--- config.mk ---
export PLATFORM = sky130hd
export DESIGN_NAME = ice_bus_rr_arbiter
export DESIGN_NICKNAME = d
export VERILOG_FILES = /design/src/rtl/ice_bus_pkg.sv /design/src/rtl/ice_arb_fifo.sv /design/src/rtl/ice_bus_rr_arbiter.sv
export SDC_FILE = /design/constraint.sdc
export NUM_CORES = 1
export LEC_CHECK = 0
export ABC_AREA = 0
export CORE_UTILIZATION = 40
export CTS_CLUSTER_DIAMETER = 60
export DETAILED_ROUTE_END_ITERATION = 8
export GPL_TIMING_DRIVEN = 0
export HOLD_SLACK_MARGIN = 0.03
export SYNTH_ARGS = -nofsm -noshare
export SYNTH_HDL_FRONTEND = slang
export SYNTH_SLANG_ARGS = --single-unit
export TNS_END_PERCENT = 100
--- constraint.sdc ---
create_clock -name clk -period 3.2 [get_ports clk]
set_input_delay 0.64 -clock clk [delete_from_list [all_inputs] [get_ports clk]]
set_output_delay 0.64 -clock clk [all_outputs]
set_load 0.005 [all_outputs]
--- src/rtl/ice_bus_pkg.sv ---
// ice_bus_pkg: shared character width, arbiter state type and clog2 helper
package ice_bus_pkg;
  localparam int ICE_CHAR_W = 8;
  typedef enum logic {IDLE, GRANT} arb_state_e;
  function automatic int clog2(input int v);
    int r;
    r = 0;
    while ((1 << r) < v) r++;
    return r;
  endfunction
endpackage

--- src/rtl/ice_arb_fifo.sv ---
// ice_arb_fifo: synchronous byte FIFO with wrap-bit pointers, async active-high reset
module ice_arb_fifo
  import ice_bus_pkg::*;
#(
  parameter int WIDTH = ICE_CHAR_W,
  parameter int DEPTH = 8
) (
  input  logic             clk,
  input  logic             rst,
  input  logic             push_i,
  input  logic [WIDTH-1:0] din_i,
  output logic             full_o,
  input  logic             pop_i,
  output logic [WIDTH-1:0] dout_o,
  output logic             empty_o
);
  localparam int AW = clog2(DEPTH);
  logic [AW:0] wr_q, wr_d, rd_q, rd_d;
  logic [WIDTH-1:0] mem_q [DEPTH];
  logic do_push, do_pop;
  // full/empty from the wrap bit; a pop frees the slot a same-cycle push needs
  always_comb begin
    empty_o = wr_q == rd_q;
    full_o  = (wr_q[AW] != rd_q[AW]) && (wr_q[AW-1:0] == rd_q[AW-1:0]);
    do_pop  = pop_i && !empty_o;
    do_push = push_i && (!full_o || do_pop);
    wr_d    = wr_q + (AW+1)'(do_push);
    rd_d    = rd_q + (AW+1)'(do_pop);
    dout_o  = empty_o ? '0 : mem_q[rd_q[AW-1:0]];
  end
  // pointer registers
  always_ff @(posedge clk or posedge rst)
    if (rst) begin
      wr_q <= '0;
      rd_q <= '0;
    end else begin
      wr_q <= wr_d;
      rd_q <= rd_d;
    end
  // storage array, contents need no reset since pointers define validity
  always_ff @(posedge clk)
    if (do_push) mem_q[wr_q[AW-1:0]] <= din_i;
endmodule

--- src/rtl/ice_bus_rr_arbiter.sv ---
// ice_bus_rr_arbiter: round-robin return-path arbiter muxing slave bytes into a FIFO toward the UART
module ice_bus_rr_arbiter
  import ice_bus_pkg::*;
#(
  parameter int NUM_DEV     = 4,
  parameter int FIFO_DEPTH  = 8,
  parameter int TIMEOUT_CYC = 1024
) (
  input  logic                          clk,
  input  logic                          rst,
  input  logic [NUM_DEV-1:0]            sl_arb_request_i,
  output logic [NUM_DEV-1:0]            sl_arb_grant_o,
  input  logic [ICE_CHAR_W*NUM_DEV-1:0] sl_data_i,
  input  logic [NUM_DEV-1:0]            sl_data_latch_i,
  output logic                          sl_overflow_o,
  output logic                          arb_error_o,
  output logic                          grant_timeout_o,
  output logic [ICE_CHAR_W-1:0]         tx_char_o,
  output logic                          tx_char_valid_o,
  input  logic                          tx_char_ready_i
);
  localparam int PW = (NUM_DEV > 1) ? clog2(NUM_DEV) : 1;

  function automatic logic [PW-1:0] rr_pick(input logic [NUM_DEV-1:0] av, input logic [PW-1:0] p);
    logic [PW-1:0] r;
    logic f;
    int j;
    r = '0;
    f = 1'b0;
    for (int k = 0; k < NUM_DEV; k++) begin
      j = (int'(p) + k) % NUM_DEV;
      if (!f && av[j]) begin
        r = PW'(j);
        f = 1'b1;
      end
    end
    return r;
  endfunction

  arb_state_e state_q;
  logic [PW-1:0] owner_q, ptr_q, pick, nxt;
  logic [NUM_DEV-1:0] grant_q, mask_q, avail;
  logic [31:0] timer_q, timer_d;
  logic own_lat, bad_lat, pop, full, empty, ovf, drop, tmo;
  logic ovf_q, err_q, tmo_q;
  logic [ICE_CHAR_W-1:0] own_byte;

  // request selection, latch classification and timer next value
  always_comb begin
    avail    = sl_arb_request_i & ~mask_q;
    pick     = rr_pick(avail, ptr_q);
    nxt      = (owner_q == PW'(NUM_DEV-1)) ? '0 : owner_q + PW'(1);
    own_lat  = |(sl_data_latch_i & grant_q);
    bad_lat  = |(sl_data_latch_i & ~grant_q);
    own_byte = sl_data_i[ICE_CHAR_W*owner_q +: ICE_CHAR_W];
    pop      = !empty && tx_char_ready_i;
    ovf      = own_lat && full && !pop;
    drop     = (state_q == GRANT) && !sl_arb_request_i[owner_q];
    timer_d  = own_lat ? '0 : timer_q + 32'(timer_q != '1);
    tmo      = (state_q == GRANT) && !drop && (TIMEOUT_CYC != 0) && (timer_d == 32'(TIMEOUT_CYC));
  end

  // arbiter FSM with registered grant and event pulses
  always_ff @(posedge clk or posedge rst)
    if (rst) begin
      state_q <= IDLE;
      owner_q <= '0;
      ptr_q   <= '0;
      grant_q <= '0;
      mask_q  <= '0;
      timer_q <= '0;
      ovf_q   <= 1'b0;
      err_q   <= 1'b0;
      tmo_q   <= 1'b0;
    end else begin
      ovf_q  <= ovf;
      err_q  <= bad_lat;
      tmo_q  <= tmo;
      mask_q <= (mask_q & sl_arb_request_i) | (tmo ? grant_q : '0);
      if (state_q == IDLE) begin
        timer_q <= '0;
        if (|avail) begin
          state_q <= GRANT;
          owner_q <= pick;
          grant_q <= NUM_DEV'(1) << pick;
        end
      end else if (drop || tmo) begin
        state_q <= IDLE;
        grant_q <= '0;
        ptr_q   <= nxt;
        timer_q <= '0;
      end else begin
        timer_q <= timer_d;
      end
    end

  ice_arb_fifo #(.WIDTH(ICE_CHAR_W), .DEPTH(FIFO_DEPTH)) u_fifo (
    .clk    (clk),
    .rst    (rst),
    .push_i (own_lat),
    .din_i  (own_byte),
    .full_o (full),
    .pop_i  (pop),
    .dout_o (tx_char_o),
    .empty_o(empty)
  );

  assign sl_arb_grant_o  = grant_q;
  assign sl_overflow_o   = ovf_q;
  assign arb_error_o     = err_q;
  assign grant_timeout_o = tmo_q;
  assign tx_char_valid_o = !empty;
endmodule
Word level (Yosys, flattened, before mapping). Memory sizes are Yosys's and may differ from the RTL's. Cells that the tools add are included.

Register bits: 56. Latch bits: 0. Memory bits (writable): 64. Memory bits (read-only): 0. Input bits: 43. Output and inout bits: 16. Memories kept: 1.

Memories: u_fifo.mem_q (depth 8, width 8, rd ports 1, clocked after Yosys merged registers in 0, write ports 1, RTL line ice_arb_fifo.sv:19) `logic [WIDTH-1:0] mem_q [DEPTH];`.

Add/sub/neg operators: 7. $mul: 0. Div/mod/pow operators: 0. $lt $le $gt $ge: 5. Equal/unequal tests: 7. Shift operators: 2. Mux-type cells: 34. Bitwise gates (word level): 11. Reduce and logical (&&, ||, !) cells: 32.

Operators by type and width (count): two-way mux 32 bit (3); adder 32 x 1 -> 32 bit (1); equality test 32 x 11 -> 1 bit, second input constant (1); inequality test 32 bit, second input constant (1); variable part select 32 x 6 -> 8 bit (1); bitwise AND 4 bit (4); two-way mux 1 bit (16); two-way mux 4 bit (4); logical AND 1 bit (12); < comparator 3 x 4 -> 1 bit, second input constant (3); OR reduction 4 bit (3); binary-select mux 1 bit (select 2 bit) (5); two-way mux 2 bit (5); adder 4 x 1 -> 4 bit (2); zero test 1 bit (8); two-way mux 8 bit (1); NOT 4 bit (2); < comparator 2 x 3 -> 1 bit, second input constant (2); AND reduction 2 bit (3); OR reduction 2 bit (3); adder 2 x 1 -> 2 bit, second input constant (2); adder 2 bit, second input constant (2); equality test 4 bit (1); bitwise OR 4 bit (1); other kinds (9) (12).

Logic depth before layout (Yosys ltp). Gate-level depths: netlist of the first run.

Depth after elaboration: 17. Depth in mapped cells: 17. Gate-level depth less buffers: 14.

Modules after synthesis. From an unflattened synthesis of the first run, not the netlist that was laid out.

Cell total of the unflattened synthesis: 507. Area total of the unflattened synthesis: 6062.1 µm².

By module, submodules not included: ice_bus_rr_arbiter (instances 1, cells an instance 324, area each 3074.2 µm²); ice_arb_fifo (instances 1, cells an instance 183, area each 2987.9 µm²).

Worst setup path after synthesis of the first run. Ideal clock, no wire load.

Kind: register to register. From: reg timer_q[15]. To: reg grant_q[1] (netlist: sl_arb_grant_o[1]). Setup time: 132 ps. Arrival: 3217 ps. Required time: 3068 ps. Setup slack: -150 ps. Cell stages (with the launch flop): 17. Path through: dfrtp_1 buf_2 nand4_1 nor3_1 nand3_1 ha_1 clkbuf_1 nand4_1 nor2_1 a311oi_1 mux2_2 o211ai_1 nor4_2 and2_1 buf_6 buf_6 o22ai_2.

Longest elaborated chain between the ends: 8.

RTL lines: start, declared (RTL line ice_bus_rr_arbiter.sv:43) `logic [31:0] timer_q, timer_d;`; start signal, assigned (RTL line ice_bus_rr_arbiter.sv:93) `timer_q <= timer_d;`; inequality test 32 bit (RTL line ice_bus_rr_arbiter.sv:59) `timer_d = own_lat ? '0 : timer_q + 32'(timer_q != '1);`; adder 32 x 1 -> 32 bit (*) (RTL line ice_bus_rr_arbiter.sv:59); two-way mux 32 bit (*) (RTL line ice_bus_rr_arbiter.sv:59); equality test 32 x 11 -> 1 bit (*) (RTL line ice_bus_rr_arbiter.sv:60) `tmo = (state_q == GRANT) && !drop && (TIMEOUT_CYC != 0) && (timer_d == 32'(TIMEOUT_CYC));`; logical AND 1 bit (*) (RTL line ice_bus_rr_arbiter.sv:60); logical OR 1 bit (*) (RTL line ice_bus_rr_arbiter.sv:87) `end else if (drop || tmo) begin`; inequality test 2 x 1 -> 1 bit (no source line) (*); AND reduction 2 bit (no source line) (*); end signal, assigned (RTL line ice_bus_rr_arbiter.sv:85) `grant_q <= NUM_DEV'(1) << pick;`; end, declared (RTL line ice_bus_rr_arbiter.sv:42) `logic [NUM_DEV-1:0] grant_q, mask_q, avail;`.

Every way passes the cells marked *; elsewhere a longest branch is shown, timed or not. A chain may end at the register's enable or synchronous reset.

Worst setup path in the final report of the first run.
From: reg timer_q[24]. To: reg timer_q[20].

Longest elaborated chain between the ends: 8.

RTL lines: inequality test 32 bit (RTL line ice_bus_rr_arbiter.sv:59); adder 32 x 1 -> 32 bit (*) (RTL line ice_bus_rr_arbiter.sv:59); two-way mux 32 bit (*) (RTL line ice_bus_rr_arbiter.sv:59); equality test 32 x 11 -> 1 bit (RTL line ice_bus_rr_arbiter.sv:60); logical AND 1 bit (RTL line ice_bus_rr_arbiter.sv:60); logical OR 1 bit (RTL line ice_bus_rr_arbiter.sv:87); two-way mux 32 bit (*) (RTL line ice_bus_rr_arbiter.sv:87); two-way mux 32 bit (*) (RTL line ice_bus_rr_arbiter.sv:80) `if (state_q == IDLE) begin`.

Marks and branches as above.

==> results of run 1 <==
-- final cells by class --
type	instances	area share, %
sequential	120	40.5
multi-input combinational	332	34.2
timing repair buffer	119	13.2
clock buffer	17	5.17
tap	184	2.80
buffer	19	1.75
clock inverter	15	1.73
inverter	14	0.638
-- through the flow --
stage / setup WS (ns) / utilization [%] / hold slack (ns) / cell area, um2
final: -0.237 / 56.0 / 0.498 / 8230
after floorplan: 0.0113 / - / 0.466 / 6100
after CTS: -0.189 / 54.2 / 0.495 / 7970
after global routing: -0.396 / 56.0 / 0.516 / 8230
after global placement: -0.751 / 47.0 / 0.483 / 6910
after detailed placement: -0.792 / 47.2 / 0.487 / 6940
-- Yosys cell counts, drive strengths merged (3+ instances only) --
master,n
nor4,13
nand2b,8
clkbuf,11
nor2b,5
nand3,29
nand4,13
nand2,25
mux2,6
nor2,40
or3,4
mux4,24
and2,5
and3,3
o21ai,10
edfxtp,64
ha,7
mux2i,11
a22o,7
nor3b,3
dfrtp,56
xor2,18
nor3,43
inv,14
a21oi,6
o22ai,3
buf,17
xnor2,20
-- worst reg2reg max path: cells and delay by family (launching register included) --
kind	cells	cell delay, ns
buffers and inverters	4	0.55
AND/OR/NAND/NOR	11	1.78
AO/OA/AOI/OAI	2	0.36
flip-flops	1	0.42
adder cells (fa/ha/maj)	1	0.18
-- power by group through the flow --
| stage | combinational, mW | sequential (mW) | clock [mW] |
|---|---|---|---|
| floorplan | 1.27 | 2.14 | 0 |
| global placement | 1.96 | 2.17 | 0 |
| detailed placement | 2.02 | 2.19 | 0 |
| CTS | 2.11 | 2.17 | 1.85 |
| global route | 2.29 | 2.22 | 1.92 |
| finish | 2.08 | 2.19 | 1.83 |
-- kinds of logic (layout without fill, tap and decap cells) --
group	after synthesis	after routing	synth area share, %
and+or+nand+nor	199	199	17.7
muxes	41	41	11.8
buffers and inverters	42	184	3.19
xor gates and xnor gates	38	38	5.47
AOI/OAI and AO/OA	47	47	5.76
DFF	120	120	54.7
adders and majority gates	7	7	1.44
-- worst max path at each step --
stage	startpoint	to	slack, ns	depth (start not counted)
detailed placement	sl_data_latch_i[0]	timer_q[16]$_DFF_PP0_	-0.79	11
global route	timer_q[28]$_DFF_PP0_	timer_q[17]$_DFF_PP0_	-0.40	18
CTS	timer_q[24]$_DFF_PP0_	timer_q[20]$_DFF_PP0_	-0.19	19
global placement	sl_data_latch_i[0]	timer_q[28]$_DFF_PP0_	-0.75	11
finish	timer_q[24]$_DFF_PP0_	timer_q[20]$_DFF_PP0_	-0.24	18
floorplan	timer_q[1]$_DFF_PP0_	sl_arb_grant_o[1]$_DFFE_PP0P_	0.01	17
-- flip-flops by register name (all words and copies together), names as in the netlist --
name             flops
timer_q             32
grant_timeout_o      1
arb_error_o          1
mask_q               4
state_q              1
ptr_q                2
sl_arb_grant_o       4
owner_q              2
u_fifo.mem_q        64
u_fifo.wr_q          4
u_fifo.rd_q          4
sl_overflow_o        1
-- repair_timing --
action                                  4_1_cts  5_1_grt
endpoints found under the setup margin       51       49
buffers inserted                             32       27
gates cloned                                  1        0
gates resized for setup                      62       25
pin swaps                                    16       17
-- layer usage --
| layer | vias up | wire (um) | global-route usage (%) |
|---|---|---|---|
| met3 | 38 | 721 | 3.85 |
| met4 | 0 | 363 | 9.11 |
| met2 | 151 | 7610 | 34.0 |
| li1 | 2124 | - | - |
| met1 | 2321 | 6580 | 25.9 |
| met5 | - | 0 | 0 |
==> flow_summary.ini, run 1 <==
[critical_path]
end_kind = flop
worstPathRequired_ns = 3.47
crit_family = simple AND/OR/NAND/NOR gates
r2r_start = timer_q[24]$_DFF_PP0_
slowest_stage = dfrtp_2
ff2ff_path_depth = 18
crit_chain = nand3_4 > nor2_2 > nand3_2 > nor4_2 > nand3_2 > ha_4 > nand4_1 > buf_4 > nor4_4 > nand4_1 > a21oi_2 > a31oi_4 > nor4_4 > and2_4 > buf_8 > buf_12 > buf_16 > nor3_1
path_class = reg -> reg
crit_buf_inv = 4
r2r_slack_ns = -0.24
crit_fanout = 6
cp-start-kind = flop
cpPeakStageDelay_ns = 0.42
r2r-end = timer_q[20]$_DFF_PP0_
worstPathArrival_ns = 3.71

[drt]
wl_per_cell_um = 18.6
final_antenna_net_count = 0
drcViolationCount = 4
avgViaCountPerCell = 5.65
wl_um = 15300
first_pass_iters = 7
drtIter0Drc = 277
vias = 4634

[pwr]
power_frac_clock_pct = 30.0
comb_power_share_pct = 34.1
fin_total_pwr_mw = 6.09
p_leak_nw = 3.07
peakVddDrop_v = 0.000391
switching_share_pct = 32.3
p_int_mw = 4.13
p_sw_mw = 1.97
power_frac_seq_pct = 35.9
pwr_density_cell_nw_per_um2 = 740

[global_route]
grt_max_degree = 35
grt-ovfl-total = 0
grt_pass1_vias = 4635
grt_first_pass_wirelength_um = 24500
grt_antenna_before_repair = 0
gr-usage-all-layers_pct = 20.4

[layout]
drive_gt1_share_pct = 30.8
layout.nets = 673
layout_commonest_cell = edfxtp_1
fin_cells = 820
layout_common_cells = edfxtp_1, buf_4, clkdlybuf4s50_1
multi_input_area_um2 = 2810
seq_area_um2 = 3340
num_antenna_cells = 0
syn_to_final_growth_pct = 35.4
fill_cells = 1187

[synth]
ys_top_cells_by_area = edfxtp_1, dfrtp_1, mux4_2
mappedNetlistNets = 544
ys_ff_latch = 120
synth_flop_cell = edfxtp_1
yosys.area.top_type = edfxtp_1
synth_top_area_share_pct = 31.6
syn_inst = 494
synth-async-reset-ratio_pct = 46.7
synth_area_per_cell_um2 = 12.3
ys_warn_count = 0
synth_area_um2 = 6080
ys_types = 58
yosysSeqAreaShare_pct = 54.7
synth_edf_count = 64

[floorplan]
fp.dieH_um = 125
die-area_um2 = 15700
core_area_um2 = 14700
initial_utilization_pct = 41.4
num_rows = 44
fp.dieW_um = 125
pin_count = 59

[sta]
period_share_pct = 107
worst_slew_pin_slew_ns = 0.991
skew_ns = 0.00941
slew_headroom_pct = 33.7
period_needed_ns = 3.44
finalMaxSlewViolations = 0
final_hold_viol_count = 0
setup_tns_ns = -6.73
setup_viol = 40
fmax_ghz = 0.291
rsz0062_at_grt = yes
fin_ws_ns = -0.237

[clock_network]
clockBufferDepth = 2
cts_tree = done
cts_hold_buf = 0
cts.sinks = 120
path_clk_slew_ns = 0.06
clockRootBuffer = clkbuf_16
clk_latency_ns = 0.41
htree_levels = 4
numCtsBuffers = 17

[worst_hold_path]
min_to = u_fifo.wr_q[3]$_DFF_PP0_
min_path_cells = 1
holdCritStartpoint = u_fifo.wr_q[3]$_DFF_PP0_
hold_path_class = reg -> reg

[run_status]
violations = DRC, setup timing
status = complete, but fails checks

[place]
numPlacedInstances = 737
hpwl_um = 9850
io_buffer_count = 58
gp_congestion = 0.872

[job]
maxCapViolCount = 0
Power figures use the tool's default switching activity.
==> run 2: changes to the inputs <==
--- a/constraint.sdc
+++ b/constraint.sdc
@@ -3,2 +3,2 @@
 set_output_delay 0.64 -clock clk [all_outputs]
-set_load 0.005 [all_outputs]
+set_load 0.1 [all_outputs]
==> run 2 against run 1 <==
- the run ends with setup timing left
- cell count fell by 2.2%
- core utilization fell by 0.18 points
- clock power fell by 3%
- register-to-register slack improved by 0.14 ns
- global-route usage fell by 0.11 points
- cell area fell by 0.32%
- power rose by 16%
- critical path depth fell by 2
- clock skew fell by 0.0020 ns
- critical path type unchanged
- highest routed layer unchanged
==> flow_summary.ini, run 2 (synthesis gave the netlist of run 1 again) <==
[global_route]
grt_pass1_vias = 4700
grt-ovfl-total = 0
gr-usage-all-layers_pct = 20.3
grt_max_degree = 44
grt_antenna_before_repair = 0
grt_first_pass_wirelength_um = 24300

[sta]
setup_viol = 29
rsz0062_at_grt = yes
skew_ns = 0.00742
fin_ws_ns = -0.0980
period_share_pct = 103
period_needed_ns = 3.30
fmax_ghz = 0.303
worst_hold_slack_ns = 0.493
setup_tns_ns = -2.12
final_hold_viol_count = 0
slew_headroom_pct = 34.0
finalMaxSlewViolations = 0
worst_slew_pin_slew_ns = 0.987

[worst_hold_path]
min_path_cells = 1
hold_path_class = reg -> reg

[layout]
layout_common_cells = edfxtp_1, dfrtp_1, clkdlybuf4s50_1
seq_area_um2 = 3330
largest_reg_flops = 64
layout.nets = 655
layout_commonest_cell = edfxtp_1
fill_cells = 1160
fin_util_pct = 55.8
fin_cells = 802
design_area_um2 = 8210
multi_input_area_um2 = 2970
num_antenna_cells = 0
drive_gt1_share_pct = 32.8
syn_to_final_growth_pct = 35.0

[drt]
vias = 4543
drcViolationCount = 0
wl_um = 15100
drtIter0Drc = 358
wl_per_cell_um = 18.9
avgViaCountPerCell = 5.66
first_pass_iters = 6
final_antenna_net_count = 0

[critical_path]
slowest_stage = dfrtp_1
path_class = reg -> reg
crit_fanout = 8
worstPathRequired_ns = 3.47
r2r_slack_ns = -0.1
crit_cells = 16
end_kind = flop
cpPeakStageDelay_ns = 0.37
crit_family = simple AND/OR/NAND/NOR gates
crit_chain = nand3_2 > nor2_1 > nand3_1 > nor4_2 > nand3_2 > ha_4 > nand2_8 > or3_4 > mux2_2 > o21ai_2 > nand3_1 > and4bb_2 > and2_4 > buf_12 > clkbuf_16 > nor3_4
ff2ff_path_depth = 16
crit_buf_inv = 2
cp-start-kind = flop
worstPathArrival_ns = 3.57

[place]
preCtsSetupSlack_ns = -1.13
numPlacedInstances = 737
gp_congestion = 0.869
io_buffer_count = 58
dpl_cell_area_um2 = 6970
hpwl_um = 9600

[floorplan]
num_rows = 44
core_area_um2 = 14700
fp.dieW_um = 125
pin_count = 59
die-area_um2 = 15700
initial_utilization_pct = 41.4
fp.dieH_um = 125

[clock_network]
numCtsBuffers = 17
clockRootBuffer = clkbuf_16
cts_tree = done
clk_latency_ns = 0.42
htree_levels = 4
cts_hold_buf = 0
clockBufferDepth = 2
cts.sinks = 120
path_clk_slew_ns = 0.06

[run_status]
violations = setup timing
status = complete, but fails checks

[pwr]
fin_total_pwr_mw = 7.06
pwr_density_cell_nw_per_um2 = 860
peakVddDrop_v = 0.000670
p_leak_nw = 2.97

[job]
maxCapViolCount = 0
[run 2: power breakdown]
group / internal (mW) / leakage [nW] / total [mW] / switching, mW
sequential: 2.02 / 1.31 / 2.18 / 0.165
combinational: 0.924 / 1.41 / 3.10 / 2.18
clock: 1.06 / 0.255 / 1.78 / 0.718
[run 2: area by class of cell]
class	instances	area share, %
clock buffers	17	5.18
well taps	184	2.80
repair buffers	98	11.1
clock inverters	15	1.55
multi-input cells	332	36.2
plain buffers	22	1.98
inverters	14	0.640
flip-flops and latches	120	40.6
[run 2: what timing repair did]
item / 4_1_cts / 5_1_grt
resized for setup: 112 / 32
setup buffers: 30 / 7
pin swaps: 24 / 24
setup endpoints to repair: 51 / 47
cloned: 1 / 1
[run 2: final timing paths]
| kind | to | from |
|---|---|---|
| worst min-delay path | u_fifo.wr_q[3]$_DFF_PP0_ | u_fifo.wr_q[3]$_DFF_PP0_ |
| worst max-delay path | timer_q[22]$_DFF_PP0_ | timer_q[25]$_DFF_PP0_ |
| worst max register to register | timer_q[22]$_DFF_PP0_ | timer_q[25]$_DFF_PP0_ |
| min in group asynchronous | mask_q[3]$_DFF_PP0_ | rst |
| worst min register to register | u_fifo.wr_q[3]$_DFF_PP0_ | u_fifo.wr_q[3]$_DFF_PP0_ |
| max in group asynchronous | timer_q[3]$_DFF_PP0_ | rst |
[run 2: routing by layer]
layer,vias up,GRT usage (%),part of all wire [%]
li1,2086,-,-
met1,2290,26.1,43
met2,135,33.4,50
met3,32,4.24,4.5
met4,0,8.46,2.5
met5,-,0,0
[run 2: worst register-to-register path: stages, from the launching register on]
cell,delay [ns]
dfrtp_1,0.37
nand3_2,0.10
nor2_1,0.10
nand3_1,0.12
nor4_2,0.32
nand3_2,0.18
ha_4,0.24
nand2_8,0.10
or3_4,0.13
mux2_2,0.34
o21ai_2,0.16
nand3_1,0.10
and4bb_2,0.37
and2_4,0.18
buf_12,0.15
clkbuf_16,0.16
nor3_4,0.04
==> run 3: changes to the inputs <==
- PLACE_DENSITY: unset -> 0.73
==> run 3 against run 2 <==
- the flow finishes with violations (DRC, setup timing)
- critical path depth up 1
- first-iteration DRC count down 9.5%
- die area unchanged
- cell area up 0.56%
- wire length up 4.2%
- sequential power about the same
- flip-flop and latch count unchanged
==> flow_summary.ini, run 3 (synthesis gave the netlist of run 1 again) <==
[place]
io_buffer_count = 58
numPlacedInstances = 737
preCtsSetupSlack_ns = -1.01
hpwl_um = 9890
dpl_cell_area_um2 = 6950
gp_congestion = 0.882

[clock_network]
cts_hold_buf = 0
clockBufferDepth = 2
cts.sinks = 120
path_clk_slew_ns = 0.05
htree_levels = 4
clk_latency_ns = 0.42
clockRootBuffer = clkbuf_16
numCtsBuffers = 17
cts_tree = done

[layout]
layout_commonest_cell = edfxtp_1
syn_to_final_growth_pct = 35.8
fill_cells = 1140
drive_gt1_share_pct = 33.7
layout_common_cells = edfxtp_1, dfrtp_1, clkdlybuf4s50_1
largest_reg_flops = 64
fin_cells = 807
design_area_um2 = 8250
layout.nets = 660
num_antenna_cells = 0

[sta]
slew_headroom_pct = 32.8
setup_viol = 40
period_needed_ns = 3.37
worst_hold_slack_ns = 0.500
fin_ws_ns = -0.175
rsz0062_at_grt = yes
skew_ns = 0.0115
final_hold_viol_count = 0
worst_slew_pin_slew_ns = 1.01
finalMaxSlewViolations = 0
period_share_pct = 105
fmax_ghz = 0.296

[drt]
wl_um = 15800
avgViaCountPerCell = 5.78
drtIter0Drc = 324
met1_length_um = 6350
final_antenna_net_count = 0
wl_per_cell_um = 19.5
dr_wl_met3_um = 859
vias = 4664
drcViolationCount = 2
highest_layer = met4
wl_met2_um = 8140
first_pass_iters = 6

[floorplan]
die-area_um2 = 15700
num_rows = 44
pin_count = 59
initial_utilization_pct = 41.4
core_area_um2 = 14700
fp.dieH_um = 125
fp.dieW_um = 125

[pwr]
fin_total_pwr_mw = 7.16
pwr_density_cell_nw_per_um2 = 867
peakVddDrop_v = 0.000863
p_leak_nw = 3.02

[critical_path]
end_kind = flop
worstPathArrival_ns = 3.64
crit_chain = nand2_2 > nor2_4 > nand3_2 > nor4_4 > nand3_2 > ha_4 > nand4_1 > buf_4 > nor2_4 > a311oi_2 > mux2_4 > o211ai_1 > nor4_4 > and2_4 > buf_12 > buf_8 > nor3_2
cpPeakStageDelay_ns = 0.38
worstPathRequired_ns = 3.47
path_class = reg -> reg
cp-start-kind = flop
slowest_stage = dfrtp_1
crit_fanout = 7

[global_route]
grt_pass1_vias = 4993
grt_max_degree = 36
grt_first_pass_wirelength_um = 25300
gr-usage-all-layers_pct = 21.2
grt-ovfl-total = 0
grt_antenna_before_repair = 0

[job]
maxCapViolCount = 0

[run_status]
status = complete, but fails checks
violations = DRC, setup timing

[worst_hold_path]
hold_path_class = reg -> reg
-- run 3: timing repair --
action,4_1_cts,5_1_grt
gates cloned,2,0
resized for setup,121,28
setup buffers,28,12
pin swaps,30,17
setup endpoints to repair,59,51
-- run 3: final timing paths --
kind	start	cells after the start	to	slack, ns
max	timer_q[27]$_DFF_PP0_	17	timer_q[25]$_DFF_PP0_	-0.17
min	u_fifo.rd_q[3]$_DFF_PP0_	1	u_fifo.rd_q[3]$_DFF_PP0_	0.50
max reg2reg	timer_q[27]$_DFF_PP0_	17	timer_q[25]$_DFF_PP0_	-0.17
min reg2reg	u_fifo.rd_q[3]$_DFF_PP0_	1	u_fifo.rd_q[3]$_DFF_PP0_	0.50
max in group asynchronous	rst	3	timer_q[3]$_DFF_PP0_	2.07
min in group asynchronous	rst	2	timer_q[16]$_DFF_PP0_	0.56
-- run 3: layout make-up --
class	count	area [um2]	share of cell area [%]
clock buffer	19	433	5.24
sequential	120	3330	40.3
tap	184	230	2.79
inverter	14	52.6	0.637
clock inverter	13	146	1.77
buffer	24	163	1.97
timing repair buffer	101	936	11.3
multi-input combinational	332	2970	35.9
-- run 3: worst max-delay path, delay by kind of cell (launching register included) --
family                   cells  cell delay (ns)
adder cells (fa/ha/maj)      1             0.22
buffers and inverters        3             0.43
AO/OA/AOI/OAI                2             0.42
multiplexers                 1             0.20
flip-flops                   1             0.38
AND/OR/NAND/NOR             10             1.55
-- run 3: layer usage --
layer  vias to the layer above  track usage [%]
met2                       176             36.5
li1                       2098                -
met5                         -                0
met4                         0             9.40
met1                      2358             25.3
met3                        32             5.09
-- run 3: where the power goes --
part / internal [mW] / switching [mW] / total, mW
clock: 1.15 / 0.714 / 1.87
sequential: 2.02 / 0.156 / 2.17
combinational: 0.943 / 2.17 / 3.12
total: 4.11 / 3.04 / 7.16
-- run 3: metrics by stage --
step	utilization, %	setup TNS, ns
after floorplan	-	0
after global placement	47.1	-31.99
after detailed placement	47.3	-38.96
after CTS	54.7	-2.34
after global routing	56.2	-9.61
final	56.2	-6.00
==> patch, RTL diff (settings of run 1) <==
`ICE_CHAR_W`: 8 -> 6.
--- a/src/rtl/ice_bus_pkg.sv
+++ b/src/rtl/ice_bus_pkg.sv
@@ -1,6 +1,6 @@
 // ice_bus_pkg: shared character width, arbiter state type and clog2 helper
 package ice_bus_pkg;
-  localparam int ICE_CHAR_W = 8;
+  localparam int ICE_CHAR_W = 6;
   typedef enum logic {IDLE, GRANT} arb_state_e;
   function automatic int clog2(input int v);
     int r;
Interface: changed (resized sl_data_i and tx_char_o); port bits go from 59 to 49. No check against the original RTL was run, so the function may have changed too.
==> patch against run 1 <==
  * The run ends with negative setup slack left
  * Combinational power is 7% lower
  * Synthesized area decreased by 12%
  * Design area shrank 14%
  * Utilization fell by 0.71 points
  * Critical path depth down 4
  * Total power is 20% lower
  * Routed wire length decreased by 16%
  * Setup slack improved by 0.052 ns
  * Hold slack worse by 0.014 ns
  * Sequential cell count down 16
  * First-iteration DRC count shrank 6.1%
==> patch: results <==
{
  "max-slew-margin-rel": 0.237,
  "rr_worst_depth": 14,
  "grt_pass1_wl_um": 20400,
  "min_path_cells": 2,
  "post_synth_main_area_contributors": "edfxtp_1 27%, dfrtp_1 26%, mux4_2 8.0%, nor2_1 4.1%, xnor2_1 3.4%",
  "grt_start_max_net_pins": 41,
  "gr-usage-all-layers": 0.191,
  "clock_latency_ns": 0.36,
  "cts_resized": 41,
  "synth_area_per_cell_um2": 12.0,
  "rr_endpoint": "sl_arb_grant_o[1]",
  "numCtsBuffers": 9,
  "ir_worst_vdd_v": 0.000422,
  "violations": "negative setup slack",
  "fin_ws_ns": -0.185,
  "min_to": "mask_q[0]",
  "gp_congestion": 0.861,
  "power_frac_seq": 0.389,
  "status": "complete, but fails checks",
  "layout-drive-gt1-share": 0.299,
  "p_seq_mw": 1.91,
  "nets": 589,
  "setup_viol": 40,
  "min_from": "mask_q[0]",
  "r2r-start": "timer_q[15]",
  "ys_types": 61,
  "post_cts_buffers": 23,
  "synth-edff-count": 48,
  "met1_usage": 0.256,
  "first_iter_violations": 260,
  "placed_area_um2": 6120,
  "pre_cts_slack_ns": -0.622,
  "port_buffers": 48
}
[patch: cell count changes in the layout (fill, tap and decap cells not counted), moves of 10 or more]
cell | before | now
nand3_1 | 22 | 12
buf_4 | 58 | 43
clkdlybuf4s50_1 | 58 | 48
nor3_1 | 36 | 9
edfxtp_1 | 64 | 48
[patch: layout make-up]
type                    instances  area (µm²)  area share
plain buffers                  19         163      0.0229
clock buffers                   9         225      0.0318
clock inverters                 7        55.1     0.00776
inverters                      17        63.8     0.00900
multi-input cells             304        2640       0.372
flip-flops and latches        104        2860       0.403
well taps                     172         215      0.0303
repair buffers                 92         878       0.124
[patch: layer usage]
layer	wire length [µm]	vias to the layer above
met3	470	18
met2	6510	79
met4	208	0
met1	5690	1967
li1	-	1835
met5	0	-
[patch: kinds of logic after synthesis]
group,Yosys count,synth area share
AOI/OAI and AO/OA,43,0.0600
xor gates and xnor gates,38,0.0620
adders and majority gates,7,0.0163
buffers and inverters,38,0.0331
DFF,104,0.530
muxes,30,0.101
and+or+nand+nor,186,0.198
